## config.mk

```make
export PLATFORM = sky130hd
export DESIGN_NAME = axi4_stream_master_bram
export DESIGN_NICKNAME = d
export VERILOG_FILES = /design/src/rtl/axis_bram_pkg.sv /design/src/rtl/axis_skid_fifo2.sv /design/src/rtl/axi4_stream_master_bram.sv
export SDC_FILE = /design/constraint.sdc
export NUM_CORES = 1
export LEC_CHECK = 0
export CAP_MARGIN = 20
export CORE_UTILIZATION = 58
export CTS_BUF_LIST = sky130_fd_sc_hd__clkbuf_4 sky130_fd_sc_hd__clkbuf_8
export DETAILED_ROUTE_END_ITERATION = 7
export PLACE_DENSITY = 0.88
export SYNTH_ARGS = -nofsm -noshare
export SYNTH_HDL_FRONTEND = slang
export SYNTH_SLANG_ARGS = --single-unit
```

## constraint.sdc

```tcl
create_clock -name aclk -period 7.27 [get_ports aclk]
set_input_delay 1.454 -clock aclk [delete_from_list [all_inputs] [get_ports aclk]]
set_output_delay 1.454 -clock aclk [all_outputs]
set_load 0.05 [all_outputs]
```

## src/rtl/axis_bram_pkg.sv

```systemverilog
// Shared definitions for the AXI4-Stream <-> BRAM bridge blocks
// (master-side BRAM reader and slave-side BRAM writer).
package axis_bram_pkg;

    typedef enum logic [1:0] {
        ST_IDLE  = 2'd0,
        ST_READ  = 2'd1,
        ST_DRAIN = 2'd2
    } state_t;

    // Cycles from a BRAM enable to its read data appearing on Do.
    localparam int BRAM_RD_LATENCY = 1;

endpackage

```

## src/rtl/axis_skid_fifo2.sv

```systemverilog
// Two-entry FIFO between the BRAM read port and the AXI4-Stream master output.
// The head entry is held stable until popped.
module axis_skid_fifo2 #(
    parameter int WIDTH = 33
) (
    input  logic             aclk,
    input  logic             aresetn,
    input  logic             push_i,
    input  logic [WIDTH-1:0] din_i,
    input  logic             pop_i,
    output logic [WIDTH-1:0] dout_o,
    output logic             valid_o,
    output logic [1:0]       count_o
);

    logic [WIDTH-1:0] mem_q [2];
    logic             wr_ptr_q;
    logic             rd_ptr_q;
    logic [1:0]       count_q;
    logic [1:0]       count_d;
    logic             do_push;
    logic             do_pop;

    assign do_pop  = pop_i && (count_q != 2'd0);
    assign do_push = push_i && ((count_q != 2'd2) || do_pop);
    assign count_d = count_q + {1'b0, do_push} - {1'b0, do_pop};

    always_ff @(posedge aclk or negedge aresetn) begin
        if (!aresetn) begin
            mem_q[0] <= '0;
            mem_q[1] <= '0;
            wr_ptr_q <= 1'b0;
            rd_ptr_q <= 1'b0;
            count_q  <= 2'd0;
        end else begin
            if (do_push) begin
                mem_q[wr_ptr_q] <= din_i;
                wr_ptr_q        <= ~wr_ptr_q;
            end
            if (do_pop) begin
                rd_ptr_q <= ~rd_ptr_q;
            end
            count_q <= count_d;
        end
    end

    assign dout_o  = mem_q[rd_ptr_q];
    assign valid_o = (count_q != 2'd0);
    assign count_o = count_q;

endmodule

```

## src/rtl/axi4_stream_master_bram.sv

```systemverilog
// Streams a frame of words from a BRAM onto an AXI4-Stream master port.
// Optional macro AXIS_MST_BRAM_LEN_EN adds a per-frame length input in_len.
//
// state    | meaning
// ---------+----------------------------------------------------------
// ST_IDLE  | waiting for in_start; the start cycle itself issues read 0
// ST_READ  | reads still to issue, gated by FIFO + in-flight credit
// ST_DRAIN | all reads issued, beats still pending on the stream
module axi4_stream_master_bram
    import axis_bram_pkg::*;
#(
    parameter  int DATA_NUM   = 600,
    parameter  int DATA_WIDTH = 32,
    localparam int ADDR_WIDTH = ($clog2(DATA_NUM) > 1) ? $clog2(DATA_NUM) : 1
) (
    input  logic                    aclk,
    input  logic                    aresetn,
    input  logic                    in_start,
    output logic                    out_busy,
    output logic                    out_done,
    output logic                    out_m_tvalid,
    input  logic                    in_m_tready,
    output logic [DATA_WIDTH-1:0]   out_m_tdata,
    output logic [DATA_WIDTH/8-1:0] out_m_tkeep,
    output logic                    out_m_tlast,
    output logic [ADDR_WIDTH-1:0]   out_A,
    output logic                    out_EN,
    output logic [DATA_WIDTH/8-1:0] out_WE,
    input  logic [DATA_WIDTH-1:0]   in_Do
`ifdef AXIS_MST_BRAM_LEN_EN
    ,
    input  logic [ADDR_WIDTH:0]     in_len
`endif
);

    localparam int                  KEEP_W   = DATA_WIDTH / 8;
    localparam int                  LAT      = BRAM_RD_LATENCY;
    localparam logic [ADDR_WIDTH:0] LEN_MAX  = (ADDR_WIDTH + 1)'(DATA_NUM);
    localparam logic [ADDR_WIDTH:0] LEN_ONE  = (ADDR_WIDTH + 1)'(1);
    localparam logic [ADDR_WIDTH-1:0] ADDR_ONE = ADDR_WIDTH'(1);

    logic [1:0]            rst_sync_q;
    logic                  rst_ok;
    state_t                state_q, state_d;
    logic [ADDR_WIDTH-1:0] addr_q, addr_d;
    logic [ADDR_WIDTH-1:0] beat_q, beat_d;
    logic [ADDR_WIDTH:0]   len_q, len_d;
    logic                  done_q, done_d;
    logic [LAT-1:0]        rd_pipe_q;
    logic [LAT-1:0]        last_pipe_q;
    logic [ADDR_WIDTH:0]   start_len;
    logic [ADDR_WIDTH:0]   cur_len;
    logic [2:0]            inflight;
    logic [2:0]            credit;
    logic                  start_ok;
    logic                  issue;
    logic                  issue_last;
    logic                  handshake;
    logic                  beat_last;
    logic                  fifo_valid;
    logic [1:0]            fifo_count;
    logic [DATA_WIDTH:0]   fifo_dout;

    // Leaving IDLE waits for the synchronised release of aresetn.
    always_ff @(posedge aclk or negedge aresetn) begin
        if (!aresetn) begin
            rst_sync_q <= 2'b00;
        end else begin
            rst_sync_q <= {rst_sync_q[0], 1'b1};
        end
    end
    assign rst_ok = rst_sync_q[1];

`ifdef AXIS_MST_BRAM_LEN_EN
    assign start_len = (in_len > LEN_MAX) ? LEN_MAX : in_len;
`else
    assign start_len = LEN_MAX;
`endif

    always_comb begin
        inflight = '0;
        for (int i = 0; i < LAT; i++) begin
            inflight = inflight + {2'b00, rd_pipe_q[i]};
        end
    end

    // Credit counts the slot freed by this cycle's pop, so a full-rate stream is sustained.
    assign handshake  = fifo_valid && in_m_tready;
    assign credit     = {1'b0, fifo_count} + inflight - {2'b00, handshake};
    assign start_ok   = (state_q == ST_IDLE) && in_start && rst_ok;
    assign cur_len    = (state_q == ST_IDLE) ? start_len : len_q;
    assign issue      = (start_ok && (start_len != '0)) ||
                        ((state_q == ST_READ) && (credit < 3'd2));
    assign issue_last = issue && ({1'b0, addr_q} == (cur_len - LEN_ONE));
    assign beat_last  = ({1'b0, beat_q} == (len_q - LEN_ONE));

    always_comb begin
        state_d = state_q;
        addr_d  = addr_q;
        beat_d  = beat_q;
        len_d   = len_q;
        done_d  = 1'b0;
        case (state_q)
            ST_IDLE: begin
                if (start_ok) begin
                    len_d  = start_len;
                    beat_d = '0;
                    if (start_len == '0) begin
                        done_d = 1'b1;
                    end else if (issue_last) begin
                        state_d = ST_DRAIN;
                    end else begin
                        state_d = ST_READ;
                        addr_d  = addr_q + ADDR_ONE;
                    end
                end
            end
            ST_READ: begin
                if (issue) begin
                    if (issue_last) begin
                        state_d = ST_DRAIN;
                    end else begin
                        addr_d = addr_q + ADDR_ONE;
                    end
                end
            end
            ST_DRAIN: begin
            end
            default: state_d = ST_IDLE;
        endcase
        if (handshake) begin
            if (beat_last) begin
                state_d = ST_IDLE;
                done_d  = 1'b1;
                addr_d  = '0;
                beat_d  = '0;
            end else begin
                beat_d = beat_q + ADDR_ONE;
            end
        end
    end

    always_ff @(posedge aclk or negedge aresetn) begin
        if (!aresetn) begin
            state_q     <= ST_IDLE;
            addr_q      <= '0;
            beat_q      <= '0;
            len_q       <= '0;
            done_q      <= 1'b0;
            rd_pipe_q   <= '0;
            last_pipe_q <= '0;
        end else begin
            state_q        <= state_d;
            addr_q         <= addr_d;
            beat_q         <= beat_d;
            len_q          <= len_d;
            done_q         <= done_d;
            rd_pipe_q[0]   <= issue;
            last_pipe_q[0] <= issue_last;
            for (int i = 1; i < LAT; i++) begin
                rd_pipe_q[i]   <= rd_pipe_q[i-1];
                last_pipe_q[i] <= last_pipe_q[i-1];
            end
        end
    end

    axis_skid_fifo2 #(
        .WIDTH (DATA_WIDTH + 1)
    ) u_fifo (
        .aclk    (aclk),
        .aresetn (aresetn),
        .push_i  (rd_pipe_q[LAT-1]),
        .din_i   ({last_pipe_q[LAT-1], in_Do}),
        .pop_i   (handshake),
        .dout_o  (fifo_dout),
        .valid_o (fifo_valid),
        .count_o (fifo_count)
    );

    assign out_busy     = (state_q != ST_IDLE);
    assign out_done     = done_q;
    assign out_m_tvalid = fifo_valid;
    assign out_m_tdata  = fifo_valid ? fifo_dout[DATA_WIDTH-1:0] : '0;
    assign out_m_tlast  = fifo_valid && fifo_dout[DATA_WIDTH];
    assign out_m_tkeep  = {KEEP_W{fifo_valid}};
    assign out_A        = addr_q;
    assign out_EN       = issue;
    assign out_WE       = '0;

endmodule

```

==> summary.txt, run 1 <==
Run status
  • Run status: completed

Critical path
  • Worst Setup End Kind: output pin
  • Path type of the worst setup path: in -> out
  • Required @ worst endpoint: between 5 and 6 ns
  • Crit path DAT: between 4 and 5 ns
  • Crit Path Max Fanout: 16
  • Startpoint types: primary input

Synth
  • Unique masters post-synth: 45
  • Synth top area share: 52.5%
  • Mapped Area: 4670 sq um
  • Ys async rst share: between 90% and 100%
  • Synth Instances: around 390
  • Synth Register Bits: 98
  • Synth Warn #: 0
  • Seq/Total Area, Yosys: a little over half
  • Top cells by area, synth: dfrtp_1 (53%), mux2_2 (14%), mux2i_1 (7.1%)
  • Post-Syn Area per Cell: 12.1 sq um
  • Post-synth EDFFs: 0
  • Primary FF master, synth: dfrtp_1
  • Area leader, netlist: dfrtp_1

CTS
  • Post-cts resize count: 0
  • TritonCTS Buffers: 9
  • Root Driver: clkbuf_8
  • Hold buffers post-CTS: 0
  • # clock sinks: slightly below 100
  • Clock latency on the worst-skew pair: 0.35 ns
  • CTS tree: yes
  • Clk slew on worst S/H paths: about 0.10 ns
  • CTS H-tree depth: 3
  • Clock Path Buffers: 2
  • Setup repair bufs after CTS: 0

Flow run
  • Max_cap viols: 0

Power
  • Clk pwr share: around a quarter
  • P_int: about 0.83 mW
  • Max VDD drop: ~0.00013 V
  • Leakage: about 2.8 nW
  • Sw Ratio: about a third
  • Switching Power: between 0.4 and 0.5 mW
  • Seq pwr share: slightly above 50%
  • PwrDens: roughly 220 nW/um^2
  • Gate power share: between 20% and 30%

Layout
  • Share of layout cells above drive strength 1: between 10% and 20%
  • Most common cell after layout, fill and taps aside: dfrtp_1
  • Non-Filler Instances: 570
  • Antenna cells: 0
  • Final net count: 504
  • Sequential cell area: 2450 sq um
  • Most frequent cells in the layout: dfrtp_1 (97), clkdlybuf4s50_1 (85), mux2_2 (57)
  • Fill count: roughly 540
  • Post-layout util: approximately 74%
  • Area occupied by multi-input gates: about 2000 sq um
  • Layout area overhead: 22.3%

GRT
  • GR Layer Usage met3: about 4.6%
  • Grt peak-use layer: met2
  • Grt ovf: 0
  • First-pass GRT wire length: between 15 and 20 mm
  • Global Route met1 Usage: about 30%
  • GRT Overall Usage: about a quarter
  • Antenna violations before repair: 0
  • Vias in the first global route: 3300
  • GR met2 Demand/Resource: 42.3%
  • Largest net degree at the start of global routing: 71

Detailed routing
  • Routed Antenna Nets: 0
  • Drt total wl: 9.36 mm
  • DR pass1 iterations: 4
  • Initial detailed-routing violation count: 141
  • Via Count: ~3200
  • Via density: between 5 and 6
  • Avg WL per Cell: 16.4 um
  • Drc violations: 0

Die
  • Row cnt: 32
  • Core ar.: ~7800 sq um
  • Die area: approximately 8400 sq um
  • Ports: ~90
  • Die X-Extent: between 90 and 100 um
  • Chip height: between 90 and 100 um
  • Initial core utilization: ~60%

Timing
  • Worst Clk Skew: roughly 0.013 ns
  • Final setup TNS: 0 ns
  • Slew margin rel.: just under 30%
  • Fmax: around 0.16 GHz
  • Final hold vios: 0
  • Worst Max-Slew Pin Slew: roughly 1.1 ns
  • RSZ-0062 raised after global routing: no
  • Period utilization: between 80% and 90%
  • Max Slew Vio Count: 0
  • Endpoints failing setup: 0
  • Final min period: ~6.2 ns

Place
  • Routability cong.: 0.791
  • I/O Buffers: 86
  • Placed cells: 554
  • DPL Wire Length: between 6 and 7 mm

Worst hold path
  • Hold Path Class: reg -> reg
[synth_stat cells, types with 3 or more instances]
master and number:
dfrtp_1 98, mux2_2 57, nor2_1 41, mux2i_1 33, a21oi_1 14, nand2_1 13
mux2_1 11, o21ai_0 10, inv_1 9, buf_4 8, buf_2 7, clkbuf_1 6
nand3_1 6, a22o_1 5, buf_6 5, or3_1 5, a31oi_1 4, ha_1 4
nand2b_1 4, xnor2_1 4, xor2_1 4, nand4_1 3, nor4_1 3
[cell families (layout without fill, tap and decap cells)]
kind of cell	count (synthesis)	in the layout	share of synthesized area, %
multiplexers	101	101	23.5
buffers and inverters	35	114	4.45
XOR/XNOR	8	8	1.50
adder cells (fa/ha/maj)	5	5	1.50
other	2	5	0.161
AND/OR/NAND/NOR	94	94	10.5
AO/OA/AOI/OAI	43	43	5.89
flip-flops	98	98	52.5
[power groups by stage]
stage,clock [mW],sequential (mW),combinational [mW]
after global routing,0.352,0.652,0.313
after detailed placement,0,0.656,0.290
after floorplan,0,0.595,0.266
final,0.321,0.644,0.289
after CTS,0.330,0.645,0.292
after global placement,0,0.655,0.282
[critical path, cell delays in order]
cell and delay (ns):
clkdlybuf4s50_1 0.44, o21ai_2 0.18, inv_1 0.16, ha_1 0.30
inv_1 0.07, nand2_1 0.07, fa_1 0.38, xor2_1 0.15
o31a_1 0.45, inv_1 0.23, clkdlybuf4s50_1 0.84
[area by class of cell]
cell class / instances / share of cell area (%)
clock buffer: 11 / 2.54
clock inverter: 5 / 0.701
tap: 102 / 2.23
timing repair buffer: 89 / 15.4
multi-input combinational: 256 / 35.6
inverter: 9 / 0.591
sequential: 98 / 42.9
[state kept, by name, indices dropped and copies added (netlist names)]
name and cells:
rd_pipe_q 1, state_q 2, rst_sync_q 2, u_fifo.mem_q 66, out_A 10, u_fifo.wr_ptr_q 1
len_q 1, beat_q 10, last_pipe_q 1, u_fifo.rd_ptr_q 1, out_done 1, u_fifo.count_o 2
[worst paths after layout]
check	endpoint	cells after the start	start	slack, ns
max	out_EN	11	in_m_tready	1.08
min	rst_sync_q[1]$_DFF_PN0_	0	rst_sync_q[0]$_DFF_PN0_	0.36
max reg2reg	out_A[4]$_DFF_PN0_	11	u_fifo.count_o[1]$_DFF_PN0_	3.98
min reg2reg	rst_sync_q[1]$_DFF_PN0_	0	rst_sync_q[0]$_DFF_PN0_	0.36
max in group asynchronous	u_fifo.rd_ptr_q$_DFFE_PN0P_	2	aresetn	5.05
min in group asynchronous	u_fifo.mem_q[48]$_DFFE_PN0P_	1	aresetn	1.00
[metrics by stage]
stage / hold WS [ns] / cell area (sq um) / setup slack [ns] / total power, mW
3_3_place_gp: 0.334 / 5530 / 1.18 / 0.937
5_1_grt: 0.373 / 5710 / 0.903 / 1.32
3_5_place_dp: 0.344 / 5530 / 1.13 / 0.945
6_report: 0.364 / 5710 / 1.08 / 1.25
4_1_cts: 0.367 / 5710 / 1.11 / 1.27
2_1_floorplan: 0.331 / 4680 / 2.45 / 0.861
[metal layers]
metal | up-vias | part of all wire (%)
li1 | 1504 | -
met1 | 1651 | 43
met2 | 75 | 52
met3 | 6 | 4.3
met4 | 0 | 0.88
met5 | - | 0
Note: power is estimated with default switching activity, not from simulation.
==> inputs of run 2 (changes only) <==
--- a/config.mk
+++ b/config.mk
@@ -6,10 +6,11 @@
 export NUM_CORES = 1
 export LEC_CHECK = 0
 export CAP_MARGIN = 20
-export CORE_UTILIZATION = 58
+export CORE_UTILIZATION = 48
 export CTS_BUF_LIST = sky130_fd_sc_hd__clkbuf_4 sky130_fd_sc_hd__clkbuf_8
 export DETAILED_ROUTE_END_ITERATION = 7
-export PLACE_DENSITY = 0.88
+export PLACE_DENSITY = 0.78
+export REMOVE_ABC_BUFFERS = 1
 export SYNTH_ARGS = -nofsm -noshare
 export SYNTH_HDL_FRONTEND = slang
 export SYNTH_SLANG_ARGS = --single-unit
==> constraint.sdc (replaced) <==
create_clock -name aclk -period 5.35 [get_ports aclk]
set_input_delay 1.07 -clock aclk [delete_from_list [all_inputs] [get_ports aclk]]
set_output_delay 1.07 -clock aclk [all_outputs]
set_load 0.05 [all_outputs]
==> run 2 against run 1 <==
Effect of this change:
- critical path depth did not move
- sequential cell count did not move
- design area rose by 1.2%
- hold slack got worse by 0.0049 ns
- setup slack got worse by 0.57 ns
- cell count rose by 4.7%
- combinational power rose by 35%
- largest cell class unchanged
- largest power group unchanged
- count of clock-buffer cells in the layout fell by 2
- clock power rose by 54%
- clock skew fell by 0.0025 ns
- via count fell by 1.1%
- register-to-register slack got worse by 2.0 ns
==> summary.txt, run 2 (synthesis results as in run 1) <==
Die
  • Row cnt: 35
  • Initial core utilization: about 50%
  • Chip height: slightly above 100 um
  • Core ar.: roughly 9300 sq um
  • Ports: 91
  • Die area: slightly above 10000 sq um
  • Die X-Extent: slightly above 100 um

Timing
  • Fmax: slightly above 0.2 GHz
  • Final setup TNS: 0 ns
  • Final hold vios: 0
  • Worst Clk Skew: between 0.01 and 0.015 ns
  • Period utilization: roughly 90%
  • RSZ-0062 raised after global routing: no
  • Max Slew Vio Count: 0
  • Endpoints failing setup: 0
  • Slew margin rel.: around 28%
  • Worst Max-Slew Pin Slew: between 1 and 1.5 ns
  • Final min period: 4.84 ns

GRT
  • Antenna violations before repair: 0
  • Largest net degree at the start of global routing: 57
  • Vias in the first global route: roughly 3100
  • GRT Overall Usage: about a fifth
  • First-pass GRT wire length: ~15 mm
  • Grt ovf: 0

Detailed routing
  • Routed Antenna Nets: 0
  • Avg WL per Cell: between 15 and 20 um
  • Drt total wl: around 9 mm
  • Initial detailed-routing violation count: 96
  • Drc violations: 0
  • Via density: between 5 and 6
  • DR pass1 iterations: 4
  • Via Count: between 3000 and 4000

Place
  • Routability cong.: about 0.8
  • I/O Buffers: between 80 and 90
  • Placed cells: 581
  • DPL Wire Length: just over 6 mm

Layout
  • Final net count: around 500
  • Antenna cells: 0
  • Area occupied by multi-input gates: 2030 sq um
  • Share of layout cells above drive strength 1: approximately 18%
  • Fill count: around 770
  • Sequential cell area: between 2000 and 2500 sq um
  • Layout area overhead: 23.8%
  • Flip-flop count of the largest register after layout: 66
  • Non-Filler Instances: about 600
  • Most frequent cells in the layout: dfrtp_1 (97), clkdlybuf4s50_1 (84), mux2_2 (57)
  • Reg with most FFs: u_fifo.mem_q
  • Most common cell after layout, fill and taps aside: dfrtp_1

Critical path
  • Required @ worst endpoint: between 4 and 5 ns
  • Crit-path most repeated cell: inv_1
  • CP max stage delay: approximately 0.45 ns
  • Worst Setup End Kind: output pin
  • Startpoint types: primary input
  • CP delay by family, top: buffers and inverters
  • Crit Path Max Fanout: 16
  • WP buf/inv: 5
  • Path type of the worst setup path: in -> out
  • Critical path's slowest cell: clkdlybuf4s50_1
  • Crit path DAT: 3.77 ns
  • Worst-path cell chain: clkdlybuf4s50_1 -> o21ai_2 -> inv_1 -> ha_1 -> inv_1 -> nand2_1 -> fa_1 -> xor2_1 -> o31a_1 -> inv_1 -> buf_12

CTS
  • Post-cts resize count: 0
  • Clock latency on the worst-skew pair: 0.36 ns
  • # clock sinks: just under 100
  • Clk slew on worst S/H paths: approximately 0.1 ns
  • Root Driver: clkbuf_8
  • Setup repair bufs after CTS: 0
  • TritonCTS Buffers: 9
  • Clock Path Buffers: 2
  • CTS tree: yes
  • Hold buffers post-CTS: 0
  • CTS H-tree depth: 3

Power
  • Clk pwr share: 28.1%
  • Max VDD drop: between 0.00015 and 0.0002 V
  • Sw Ratio: between 30% and 40%
  • Leakage: 2.78 nW
  • Gate power share: 22.2%
  • Seq pwr share: 49.8%
  • P_int: about 1.2 mW
  • Switching Power: ~0.60 mW
  • PwrDens: just over 300 nW/um^2

Flow run
  • Max_cap viols: 0

Run status
  • Run status: completed

Worst hold path
  • Hold Path Class: reg -> reg
[run 2: cell types whose count changed in the layout (fill, tap and decap cells not counted), sizes merged]
cell and delta:
buf +1, bufinv +1, clkbuf -2, clkdlybuf4s50 -1, clkinv +1, clkinvlp -3, inv +3
[run 2: power groups by stage]
| stage | combinational (mW) | sequential [mW] | clock, mW |
|---|---|---|---|
| 2_1_floorplan | 0.265 | 0.861 | 0 |
| 3_3_place_gp | 0.388 | 0.893 | 0 |
| 3_5_place_dp | 0.395 | 0.894 | 0 |
| 4_1_cts | 0.395 | 0.880 | 0.509 |
| 5_1_grt | 0.426 | 0.887 | 0.537 |
| 6_report | 0.391 | 0.878 | 0.495 |
[run 2: per-layer routing]
| layer | track usage, % | wire length [um] |
|---|---|---|
| met1 | 26.4 | 4370 |
| met2 | 30.7 | 4240 |
| met3 | 3.74 | 430 |
| met4 | 6.02 | 93 |
| met5 | 0 | 0 |
[run 2: worst paths after layout]
kind	startpoint	to	slack, ns	cells after the start
setup / recovery	in_m_tready	out_EN	0.51	11
hold / removal	rst_sync_q[0]$_DFF_PN0_	rst_sync_q[1]$_DFF_PN0_	0.36	0
setup reg to reg	u_fifo.count_o[1]$_DFF_PN0_	out_A[4]$_DFF_PN0_	2.01	11
hold reg to reg	rst_sync_q[0]$_DFF_PN0_	rst_sync_q[1]$_DFF_PN0_	0.36	0
max in group asynchronous	aresetn	u_fifo.mem_q[40]$_DFFE_PN0P_	3.59	2
min in group asynchronous	aresetn	u_fifo.mem_q[1]$_DFFE_PN0P_	0.75	1
[run 2: layout make-up]
cell class | count | area share [%]
Multi-Input combinational cell | 256 | 35.2
Clock inverter | 7 | 1.47
Tap cell | 129 | 2.79
Clock buffer | 9 | 2.14
Timing Repair Buffer | 89 | 15.4
Inverter | 9 | 0.584
Sequential cell | 98 | 42.4
[run 2: per-stage QoR]
stage / setup WS [ns] / power [mW] / cell area, sq um / utilization, % / hold slack, ns
final: 0.512 / 1.76 / 5780 / 62.0 / 0.359
after global routing: 0.284 / 1.85 / 5780 / 62.0 / 0.374
after CTS: 0.527 / 1.78 / 5780 / 62.0 / 0.365
after detailed placement: 0.540 / 1.29 / 5570 / 59.7 / 0.342
after global placement: 0.645 / 1.28 / 5570 / 59.7 / 0.332
after floorplan: 1.22 / 1.13 / 4510 / - / 0.331
==> inputs of run 3 (changes only) <==
--- a/config.mk
+++ b/config.mk
@@ -5,7 +5,6 @@
 export SDC_FILE = /design/constraint.sdc
 export NUM_CORES = 1
 export LEC_CHECK = 0
-export CAP_MARGIN = 20
 export CORE_UTILIZATION = 48
 export CTS_BUF_LIST = sky130_fd_sc_hd__clkbuf_4 sky130_fd_sc_hd__clkbuf_8
 export DETAILED_ROUTE_END_ITERATION = 7
==> results of run 3 <==
The final DEF is identical to that of run 2; final timing and power are the same.
